### config.mk
export PLATFORM = sky130hd
export DESIGN_NAME = adc_capture_ctrl_flat
export DESIGN_NICKNAME = d
export VERILOG_FILES = /design/src/rtl/adc_capture_ctrl_if.sv /design/src/rtl/adc_capture_ctrl.sv /design/src/flat_wrapper.sv
export SDC_FILE = /design/constraint.sdc
export NUM_CORES = 1
export LEC_CHECK = 0
export ABC_AREA = 1
export ABC_CLOCK_PERIOD_IN_PS = 2900
export CAP_MARGIN = 5
export CELL_PAD_IN_SITES_DETAIL_PLACEMENT = 1
export CELL_PAD_IN_SITES_GLOBAL_PLACEMENT = 1
export CORE_ASPECT_RATIO = 1.1
export CORE_UTILIZATION = 38
export CTS_BUF_LIST = sky130_fd_sc_hd__clkbuf_2 sky130_fd_sc_hd__clkbuf_4 sky130_fd_sc_hd__clkbuf_8
export CTS_CLUSTER_DIAMETER = 100
export DETAILED_ROUTE_END_ITERATION = 8
export GPL_TIMING_DRIVEN = 0
export HOLD_SLACK_MARGIN = 0.02
export PLACE_DENSITY_LB_ADDON = 0.1
export SKIP_CTS_REPAIR_TIMING = 1
export SLEW_MARGIN = 40
export SYNTH_ARGS = -nofsm -noshare
export SYNTH_HDL_FRONTEND = slang
export SYNTH_SLANG_ARGS = --single-unit
### constraint.sdc
create_clock -name clock -period 2.9 [get_ports clock]
set_clock_uncertainty 0.15 [all_clocks]
set_input_delay 0.29 -clock clock [delete_from_list [all_inputs] [get_ports clock]]
set_output_delay 0.29 -clock clock [all_outputs]
set_load 0.005 [all_outputs]
### src/rtl/adc_capture_ctrl_if.sv
// Buffer-RAM write/read ports and downstream readout stream of adc_capture_ctrl.
// master = capture controller side; slave = buffer RAM / readout consumer side.
interface adc_capture_ctrl_if #(
  parameter int DATA_WIDTH = 8,
  parameter int ADDR_WIDTH = 12
);
  logic                  buf_we;
  logic [ADDR_WIDTH-1:0] buf_wr_addr;
  logic [DATA_WIDTH-1:0] buf_wr_data;
  logic [ADDR_WIDTH-1:0] buf_rd_addr;
  logic [DATA_WIDTH-1:0] buf_rd_data;
  logic                  out_valid;
  logic [DATA_WIDTH-1:0] out_data;
  logic                  out_last;
  logic                  out_ready;

  modport master (
    output buf_we, buf_wr_addr, buf_wr_data, buf_rd_addr,
    input  buf_rd_data,
    output out_valid, out_data, out_last,
    input  out_ready
  );

  modport slave (
    input  buf_we, buf_wr_addr, buf_wr_data, buf_rd_addr,
    output buf_rd_data,
    input  out_valid, out_data, out_last,
    output out_ready
  );
endinterface

### src/rtl/adc_capture_ctrl.sv
// Triggered capture into a circular ADC sample buffer, then time-ordered readout stream.
// Optional ADC_CTRL_AUTO_REARM_EN: restart PREFILL directly after the final readout handshake.
module adc_capture_ctrl #(
  parameter int DATA_WIDTH = 8,
  parameter int ADDR_WIDTH = 12,
  parameter int PRETRIG    = 1024
) (
  input  logic                  clock,
  input  logic                  reset,
  input  logic                  adc_valid,
  input  logic [DATA_WIDTH-1:0] adc_data,
  input  logic                  arm,
  input  logic                  trigger,
  adc_capture_ctrl_if.master    bus,
  output logic                  busy,
  output logic                  done,
  output logic [ADDR_WIDTH-1:0] trig_addr
);
  localparam int unsigned DEPTH = 1 << ADDR_WIDTH;
  localparam int CW = ADDR_WIDTH + 1;
  localparam logic [CW-1:0]         PRE_CNT   = CW'(PRETRIG);
  localparam logic [CW-1:0]         POST_CNT  = CW'(DEPTH - PRETRIG);
  localparam logic [CW-1:0]         DEPTH_CNT = CW'(DEPTH);
  localparam logic [ADDR_WIDTH-1:0] PRE_OFS   = ADDR_WIDTH'(PRETRIG);

  typedef enum logic [2:0] {
    S_IDLE,
    S_PREFILL,
    S_WAIT_TRIG,
    S_POST,
    S_READOUT
  } state_t;

  state_t                state, state_next;
  logic [ADDR_WIDTH-1:0] wr_ptr, rd_ptr;
  logic [CW-1:0]         cnt, cnt_inc, remaining;
  logic                  out_valid_q;
  logic                  wr_fire, hs, last_hs, trig_fire, fill_done, post_done;

  assign wr_fire   = adc_valid && (state inside {S_PREFILL, S_WAIT_TRIG, S_POST});
  assign hs        = out_valid_q && bus.out_ready;
  assign last_hs   = hs && (remaining == CW'(1));
  assign trig_fire = (state == S_WAIT_TRIG) && trigger;
  assign cnt_inc   = cnt + 1'b1;
  assign fill_done = (state == S_PREFILL) && wr_fire && (cnt_inc == PRE_CNT);
  // cnt sits at 0 through WAIT_TRIG, so a trigger-cycle write is post sample #1
  assign post_done = wr_fire && (cnt_inc == POST_CNT) && ((state == S_POST) || trig_fire);

  always_ff @(posedge clock) begin
    if (reset) state <= S_IDLE;
    else       state <= state_next;
  end

  always_comb begin
    state_next      = state;
    busy            = (state != S_IDLE);
    done            = last_hs;
    bus.buf_we      = wr_fire;
    bus.buf_wr_addr = wr_ptr;
    bus.buf_wr_data = adc_data;
    bus.buf_rd_addr = rd_ptr + ADDR_WIDTH'(hs);
    bus.out_valid   = out_valid_q;
    bus.out_data    = bus.buf_rd_data;
    bus.out_last    = out_valid_q && (remaining == CW'(1));
    case (state)
      S_IDLE:      if (arm) state_next = S_PREFILL;
      S_PREFILL:   if (fill_done) state_next = S_WAIT_TRIG;
      S_WAIT_TRIG: begin
        if (post_done)      state_next = S_READOUT;
        else if (trig_fire) state_next = S_POST;
      end
      S_POST:      if (post_done) state_next = S_READOUT;
      S_READOUT: begin
        if (last_hs) begin
`ifdef ADC_CTRL_AUTO_REARM_EN
          state_next = S_PREFILL;
`else
          state_next = S_IDLE;
`endif
        end
      end
      default:     state_next = S_IDLE;
    endcase
  end

  always_ff @(posedge clock) begin
    if (reset) begin
      wr_ptr      <= '0;
      rd_ptr      <= '0;
      cnt         <= '0;
      remaining   <= '0;
      trig_addr   <= '0;
      out_valid_q <= 1'b0;
    end else begin
      if (wr_fire) wr_ptr <= wr_ptr + 1'b1;
      out_valid_q <= (state == S_READOUT) && !last_hs;
      case (state)
        S_IDLE: begin
          if (arm) begin
            wr_ptr <= '0;
            cnt    <= '0;
          end
        end
        S_PREFILL:   if (wr_fire) cnt <= fill_done ? '0 : cnt_inc;
        S_WAIT_TRIG: begin
          if (trig_fire) begin
            trig_addr <= wr_ptr;
            cnt       <= wr_fire ? CW'(1) : '0;
          end
        end
        S_POST:      if (wr_fire) cnt <= cnt_inc;
        S_READOUT: begin
          if (hs) begin
            rd_ptr    <= rd_ptr + 1'b1;
            remaining <= remaining - 1'b1;
          end
          if (last_hs) begin
            cnt <= '0;
`ifdef ADC_CTRL_AUTO_REARM_EN
            wr_ptr <= '0;
`endif
          end
        end
        default: ;
      endcase
      // oldest retained sample sits PRETRIG slots behind the trigger address
      if (post_done) begin
        rd_ptr    <= (trig_fire ? wr_ptr : trig_addr) - PRE_OFS;
        remaining <= DEPTH_CNT;
      end
    end
  end
endmodule
### src/flat_wrapper.sv
// flat-port wrapper written by rule: the top's interface ports become plain ports
module adc_capture_ctrl_flat 
#(
  parameter int DATA_WIDTH = 8,
  parameter int ADDR_WIDTH = 12,
  parameter int PRETRIG    = 1024
)
  (clock, reset, adc_valid, adc_data, arm, trigger, busy, done, trig_addr, bus_buf_we, bus_buf_wr_addr, bus_buf_wr_data, bus_buf_rd_addr, bus_buf_rd_data, bus_out_valid, bus_out_data, bus_out_last, bus_out_ready);
  adc_capture_ctrl_if #(.DATA_WIDTH(DATA_WIDTH), .ADDR_WIDTH(ADDR_WIDTH)) bus_i ();
  input  logic clock;
  input  logic reset;
  input  logic adc_valid;
  input  logic [DATA_WIDTH-1:0] adc_data;
  input  logic arm;
  input  logic trigger;
  output logic busy;
  output logic done;
  output logic [ADDR_WIDTH-1:0] trig_addr;
  output wire logic [$bits(bus_i.buf_we)-1:0] bus_buf_we;
  output wire logic [$bits(bus_i.buf_wr_addr)-1:0] bus_buf_wr_addr;
  output wire logic [$bits(bus_i.buf_wr_data)-1:0] bus_buf_wr_data;
  output wire logic [$bits(bus_i.buf_rd_addr)-1:0] bus_buf_rd_addr;
  input wire logic [$bits(bus_i.buf_rd_data)-1:0] bus_buf_rd_data;
  output wire logic [$bits(bus_i.out_valid)-1:0] bus_out_valid;
  output wire logic [$bits(bus_i.out_data)-1:0] bus_out_data;
  output wire logic [$bits(bus_i.out_last)-1:0] bus_out_last;
  input wire logic [$bits(bus_i.out_ready)-1:0] bus_out_ready;
  assign bus_buf_we = bus_i.buf_we;
  assign bus_buf_wr_addr = bus_i.buf_wr_addr;
  assign bus_buf_wr_data = bus_i.buf_wr_data;
  assign bus_buf_rd_addr = bus_i.buf_rd_addr;
  assign bus_i.buf_rd_data = bus_buf_rd_data;
  assign bus_out_valid = bus_i.out_valid;
  assign bus_out_data = bus_i.out_data;
  assign bus_out_last = bus_i.out_last;
  assign bus_i.out_ready = bus_out_ready;
  adc_capture_ctrl #(.DATA_WIDTH(DATA_WIDTH), .ADDR_WIDTH(ADDR_WIDTH), .PRETRIG(PRETRIG)) u_core (.clock(clock), .reset(reset), .adc_valid(adc_valid), .adc_data(adc_data), .arm(arm), .trigger(trigger), .bus(bus_i), .busy(busy), .done(done), .trig_addr(trig_addr));
endmodule
==> results.ini, run 1 <==
[die]
die_area_sq_um = 10800
coreArea_sq_um = 9980
fp-row-count = 38
die_w_um = 99.0
ios = 79
start_util_pct = 39.4
fp.dieH_um = 109

[synth]
syn_area_per_cell_sq_um = 7.17
yosysTopAreaCellShare_pct = 33.6
yosys.area.top_type = dfxtp_1
synth-seq-cells = 66
async_reset_ff_share_pct = 0
synth-edff-count = 0
ys_warn_count = 0
ys_top_cells_by_area = dfxtp_1 (34%), nand2_1 (9.9%), nor2_1 (7.0%)
synthCells = 549
synth_nets = 579
ys_types = 44
ys.flop_type = dfxtp_1
syn-cell-area_sq_um = 3930
ys_seq_area_share_pct = 33.6

[sta]
maxSlewViolCount = 0
finalHoldViolCount = 0
fin_setup_tns_ns = 0
slew_headroom_pct = 63.7
rsz0062_at_grt = true
finalCritPeriodShare_pct = 95.5
tightest_slew_ns = 0.545
min_period_ns = 2.77
max_freq_mhz = 361
setup_viol = 0

[setup_path]
cp-end-kind = primary output
crit_type = primary input to primary output
cp_slowest_cell = clkdlybuf4s50_1
startpoint_type = primary input
cp.required_ns = 2.46
cpPeakStageDelay_ns = 0.51
crit_arrival_ns = 2.33
cp_cell_sequence = clkdlybuf4s50_1 -> nand2_1 -> inv_1 -> ha_1 -> ha_1 -> nand2_2 -> nor3_2 -> xor2_1 -> clkdlybuf4s50_1
critPathMaxFanout = 4

[global_routing]
grt_pass1_wl_um = 19000
antenna_found_initial = 0
grt_pass1_vias = 3890
grt_max_degree = 12
overflow = 0
grt.total_usage_pct = 22.7

[hold_path]
hold_class = flop to flop

[clocking]
cts_sinks = 66
cts_tree = yes
h-tree-depth = 3
cts_made_buffers = 9
clock-root-buffer = clkbuf_8
clk_pin_slew_worst_paths_ns = 0.08
clk_latency_ns = 0.35
cts.path.max_buffers = 2

[power]
ir_drop_v = 0.000211
p_total_w = 0.00242
leakage_nw = 1.93
power_density_nw_per_um2 = 490

[placed_design]
place_hpwl_um = 8980
port_buffers = 62
place_congestion = 0.809
placed_area_sq_um = 4700

[final_layout]
area_delta_synth_final_pct = 25.6
fin_nets = 652
diodes = 0
seq_area_sq_um = 1320
fillers = 1292
fin_area_sq_um = 4940
drive_above_1_share_pct = 15.2
multi_input_area_sq_um = 2200

[routing]
drt-met1-wl_um = 5190
wl_met3_um = 544
routedWlPerCell_um = 15.5
wl_um = 11600
wl_met2_um = 5660
drt_iter0_markers = 81
vias = 3813
ant_nets = 0
dr.max_layer_used = met4
viasPerCell = 5.10
first_pass_iters = 4
route.detailed.drc = 0

[run]
cap_violations = 0

[outcome]
status = finished, final reports clean

-- metrics by stage --
step           util [%]  hold slack [ns]  instances  setup WS (ns)
3_3_place_gp       47.1            0.303        731         0.0483
6_report           49.5            0.321        747          0.131
2_1_floorplan         -            0.221        549          0.857
4_1_cts            49.3            0.321        747        0.00740
3_5_place_dp       47.1            0.309        731         0.0291
5_1_grt            49.5            0.368        747        -0.0184
-- cell type report --
cell class / count / share of cell area, %
multi-input combinational: 396 / 44.5
sequential: 66 / 26.7
timing repair buffer: 62 / 12.6
inverter: 57 / 4.33
buffer: 30 / 4.31
tap: 120 / 3.04
clock buffer: 11 / 2.94
clock inverter: 5 / 1.57
-- cells in the mapped netlist, drive strengths merged (4+ instances only) --
| master | n |
|---|---|
| dfxtp | 66 |
| nor3 | 18 |
| o21ai | 13 |
| xnor2 | 6 |
| nor2 | 88 |
| nand3 | 41 |
| or2 | 6 |
| inv | 55 |
| buf | 23 |
| ha | 8 |
| nand4 | 14 |
| clkbuf | 7 |
| mux2i | 7 |
| xor2 | 19 |
| nor3b | 4 |
| a31oi | 6 |
| a21oi | 39 |
| nand2 | 115 |
-- worst paths after layout --
path,from,endpoint,cells after the start,slack [ns]
min,u_core.rd_ptr[11],u_core.rd_ptr[11],2,0.32
max,bus_out_ready,bus_buf_rd_addr[10],9,0.13
min reg2reg,u_core.rd_ptr[11],u_core.rd_ptr[11],2,0.32
max reg2reg,u_core.cnt[1],u_core.cnt[8],13,0.45
-- state kept, by name, summed over array words and instances, names as in the netlist --
signal,count
u_core.cnt,13
u_core.trig_addr,12
u_core.remaining,13
u_core.state,3
u_core.bus.out_valid,1
u_core.rd_ptr,12
u_core.bus.buf_wr_addr,12
-- where the power goes --
group	switching (W)	total, W	internal, W
registers	0.0000344	0.000961	0.000927
clock network	0.000376	0.000891	0.000515
logic	0.000357	0.000566	0.000209
total	0.000767	0.00242	0.00165
-- critical path, delay by kind of cell --
kind,cells,cell delay [ns]
buffers and inverters,3,1.11
adders and majority gates,2,0.39
and+or+nand+nor,3,0.37
xor gates and xnor gates,1,0.15
-- logic make-up after synthesis --
logic type	after synthesis	synth area share, %
buffers and inverters	87	10.8
XOR/XNOR	25	5.57
multiplexers	7	1.78
adder cells (fa/ha/maj)	8	2.54
AO/OA/AOI/OAI	66	9.92
AND/OR/NAND/NOR	290	35.8
flip-flops	66	33.6
-- layout by cell type (no fill, tap or decap), drive strengths merged, types with 6 or more instances in the layout --
| cell type | Yosys | final |
|---|---|---|
| dfxtp | 66 | 66 |
| o21ai | 13 | 13 |
| nor3 | 18 | 18 |
| inv | 55 | 55 |
| xnor2 | 6 | 6 |
| ha | 8 | 8 |
| a31oi | 6 | 6 |
| clkdlybuf4s50 | 0 | 62 |
| or2 | 6 | 6 |
| xor2 | 19 | 19 |
| nand3 | 41 | 41 |
| nor2 | 88 | 88 |
| a21oi | 39 | 39 |
| buf | 23 | 23 |
| clkbuf | 7 | 18 |
| nand4 | 14 | 14 |
| mux2i | 7 | 7 |
| nand2 | 115 | 115 |
-- per-layer routing --
layer,up-vias,global-route usage [%]
met5,-,0
met4,0,6.82
met3,14,4.68
met2,74,39.5
met1,1806,28.2
li1,1919,-
Power figures use the tool's default switching activity.
==> run 2: changes to the inputs <==
--- a/config.mk
+++ b/config.mk
@@ -11,10 +11,12 @@
 export CELL_PAD_IN_SITES_DETAIL_PLACEMENT = 1
 export CELL_PAD_IN_SITES_GLOBAL_PLACEMENT = 1
 export CORE_ASPECT_RATIO = 1.1
-export CORE_UTILIZATION = 38
+export CORE_MARGIN = 3
+export CORE_UTILIZATION = 47
 export CTS_BUF_LIST = sky130_fd_sc_hd__clkbuf_2 sky130_fd_sc_hd__clkbuf_4 sky130_fd_sc_hd__clkbuf_8
 export CTS_CLUSTER_DIAMETER = 100
 export DETAILED_ROUTE_END_ITERATION = 8
+export DONT_BUFFER_PORTS = 1
 export GPL_TIMING_DRIVEN = 0
 export HOLD_SLACK_MARGIN = 0.02
 export PLACE_DENSITY_LB_ADDON = 0.1
==> results.ini, run 2 (synthesis results as in run 1) <==
[outcome]
status = finished, final reports clean  ; unchanged

[die]
fp.dieH_um = 102  ; was 109 um
die_w_um = 93.2  ; was 99.0 um
ios = 79  ; unchanged
die_area_sq_um = 9500  ; was 10800 sq um
start_util_pct = 48.9  ; was 39.4%
fp-row-count = 34  ; was 38
coreArea_sq_um = 8040  ; was 9980 sq um

[sta]
whs_ns = 0.0339  ; was 0.321 ns
min_period_ns = 2.42  ; was 2.77 ns
max_freq_mhz = 413  ; was 361 MHz
maxSlewViolCount = 0  ; unchanged
slew_headroom_pct = 62.2  ; was 63.7%
setup_viol = 0  ; unchanged
fin_setup_tns_ns = 0  ; unchanged
finalHoldViolCount = 0  ; unchanged
finalCritPeriodShare_pct = 83.4  ; was 95.5%
tightest_slew_ns = 0.567  ; was 0.545 ns
rsz0062_at_grt = false  ; was true

[final_layout]
area_delta_synth_final_pct = 9.70  ; was 25.6%
diodes = 0  ; unchanged
drive_above_1_share_pct = 16.0  ; was 15.2%
layout_commonest_cell = nand2_1  ; unchanged
fin_area_sq_um = 4320  ; was 4940 sq um
fin_nets = 592  ; was 652
final_cell_mix = nand2_1 (104), nor2_1 (73), dfxtp_1 (66)  ; was nand2_1 (103), nor2_1 (73), dfxtp_1 (66)
largest_registers = u_core.cnt: 13 flops, u_core.remaining: 13 flops  ; unchanged

[global_routing]
grt_pass1_wl_um = 18100  ; was 19000 um
grt_max_degree = 14  ; was 12
grt.total_usage_pct = 23.9  ; was 22.7%
antenna_found_initial = 0  ; unchanged
overflow = 0  ; unchanged
grt_pass1_vias = 3719  ; was 3890

[placed_design]
placed_area_sq_um = 4070  ; was 4700 sq um
port_buffers = 0  ; was 62
place_congestion = 0.837  ; was 0.809
place_hpwl_um = 8500  ; was 8980 um

[clocking]
cts_tree = yes  ; unchanged
cts_made_buffers = 9  ; unchanged
cts.path.max_buffers = 2  ; unchanged
clk_pin_slew_worst_paths_ns = 0.09  ; was 0.08 ns
clock-root-buffer = clkbuf_8  ; unchanged
clk_latency_ns = 0.34  ; was 0.35 ns
h-tree-depth = 3  ; unchanged
cts_sinks = 66  ; unchanged

[setup_path]
startpoint_type = flop  ; was primary input
cp_slowest_cell = dfxtp_1  ; was clkdlybuf4s50_1
cp-end-kind = flop  ; was primary output
critPathBufInv = 1  ; was 3
crit_type = flop to flop  ; was primary input to primary output
reg2reg_slack_ns = 0.48  ; was 0.45 ns
cpPeakStageDelay_ns = 0.43  ; was 0.51 ns
cp.required_ns = 2.96  ; was 2.46 ns
cp_cell_sequence = ha_1 -> nand3_1 -> nor2_1 -> nand2_1 -> nand2_1 -> nand3_1 -> nor2_1 -> nand3_1 -> nand2_1 -> nand2_2 -> buf_6 -> nand4_1 -> a21oi_1  ; was clkdlybuf4s50_1 -> nand2_1 -> inv_1 -> ha_1 -> ha_1 -> nand2_2 -> nor3_2 -> xor2_1 -> clkdlybuf4s50_1
critPathMaxFanout = 10  ; was 4
critical-path-top-delay-family = simple AND/OR/NAND/NOR gates  ; was buffers and inverters
crit_arrival_ns = 2.48  ; was 2.33 ns

[run]
cap_violations = 0  ; unchanged

[power]
switching_share_pct = 33.5  ; was 31.7%
ir_drop_v = 0.000316  ; was 0.000211 V
pwr-share-clk_pct = 38.2  ; was 36.8%
power_density_nw_per_um2 = 549  ; was 490 nW/um^2
internal-power_w = 0.00157  ; was 0.00165 W
power_frac_comb_pct = 21.2  ; was 23.4%
switchingPower_w = 0.000793  ; was 0.000767 W
power.share.sequential_pct = 40.7  ; was 39.8%
leakage_nw = 1.72  ; was 1.93 nW

[routing]
vias = 3601  ; was 3813
drt_iter0_markers = 197  ; was 81
ant_nets = 0  ; unchanged
wl_um = 11200  ; was 11600 um
route.detailed.drc = 0  ; unchanged
viasPerCell = 5.33  ; was 5.10
routedWlPerCell_um = 16.5  ; was 15.5 um
first_pass_iters = 4  ; unchanged

[hold_path]
hold_class = primary input to flop  ; was flop to flop

run 2: layout make-up:
class | instances | area, sq um
buffer | 30 | 213
clock buffer | 9 | 124
clock inverter | 7 | 103
fill | 1057 | 3720
inverter | 57 | 214
multi-input combinational | 396 | 2190
sequential | 66 | 1320
tap | 108 | 135
timing repair buffer | 2 | 20.0
run 2: power groups by stage:
stage               logic, W  clock network (W)  registers [W]
floorplan           0.000387                  0       0.000974
global placement    0.000492                  0       0.000983
CTS                 0.000508           0.000911       0.000962
finish              0.000501           0.000904       0.000963
detailed placement  0.000505                  0       0.000983
global route        0.000556           0.000947       0.000966
run 2: metrics by stage:
stage	utilization, %	instances	setup WS, ns	total power [W]
floorplan	-	549	0.857	0.00136
global placement	50.6	657	0.580	0.00148
detailed placement	50.6	657	0.490	0.00149
CTS	53.4	673	0.471	0.00238
global route	53.7	675	0.243	0.00247
finish	53.7	675	0.480	0.00237
run 2: worst reg2reg max path, stage by stage, from the launching register on:
cell and delay [ns]:
dfxtp_1 0.43, ha_1 0.26, nand3_1 0.16, nor2_1 0.17
nand2_1 0.09, nand2_1 0.07, nand3_1 0.11, nor2_1 0.19
nand3_1 0.11, nand2_1 0.13, nand2_2 0.11, buf_6 0.16
nand4_1 0.08, a21oi_1 0.06
run 2: metal layers:
| layer | global-route usage [%] | wire (um) | share of wire [%] |
|---|---|---|---|
| met1 | 29.2 | 4800 | 43 |
| met2 | 41.9 | 5500 | 49 |
| met3 | 5.96 | 728 | 6.5 |
| met4 | 6.43 | 131 | 1.2 |
| met5 | 0 | 0 | 0 |
run 2: worst paths after layout:
path                                   startpoint                end  cells after the start
worst max-delay path                u_core.cnt[1]      u_core.cnt[8]                     13
worst min-delay path                        reset    u_core.state[0]                      3
worst max register to register      u_core.cnt[1]      u_core.cnt[8]                     13
worst min register to register  u_core.rd_ptr[11]  u_core.rd_ptr[11]                      2
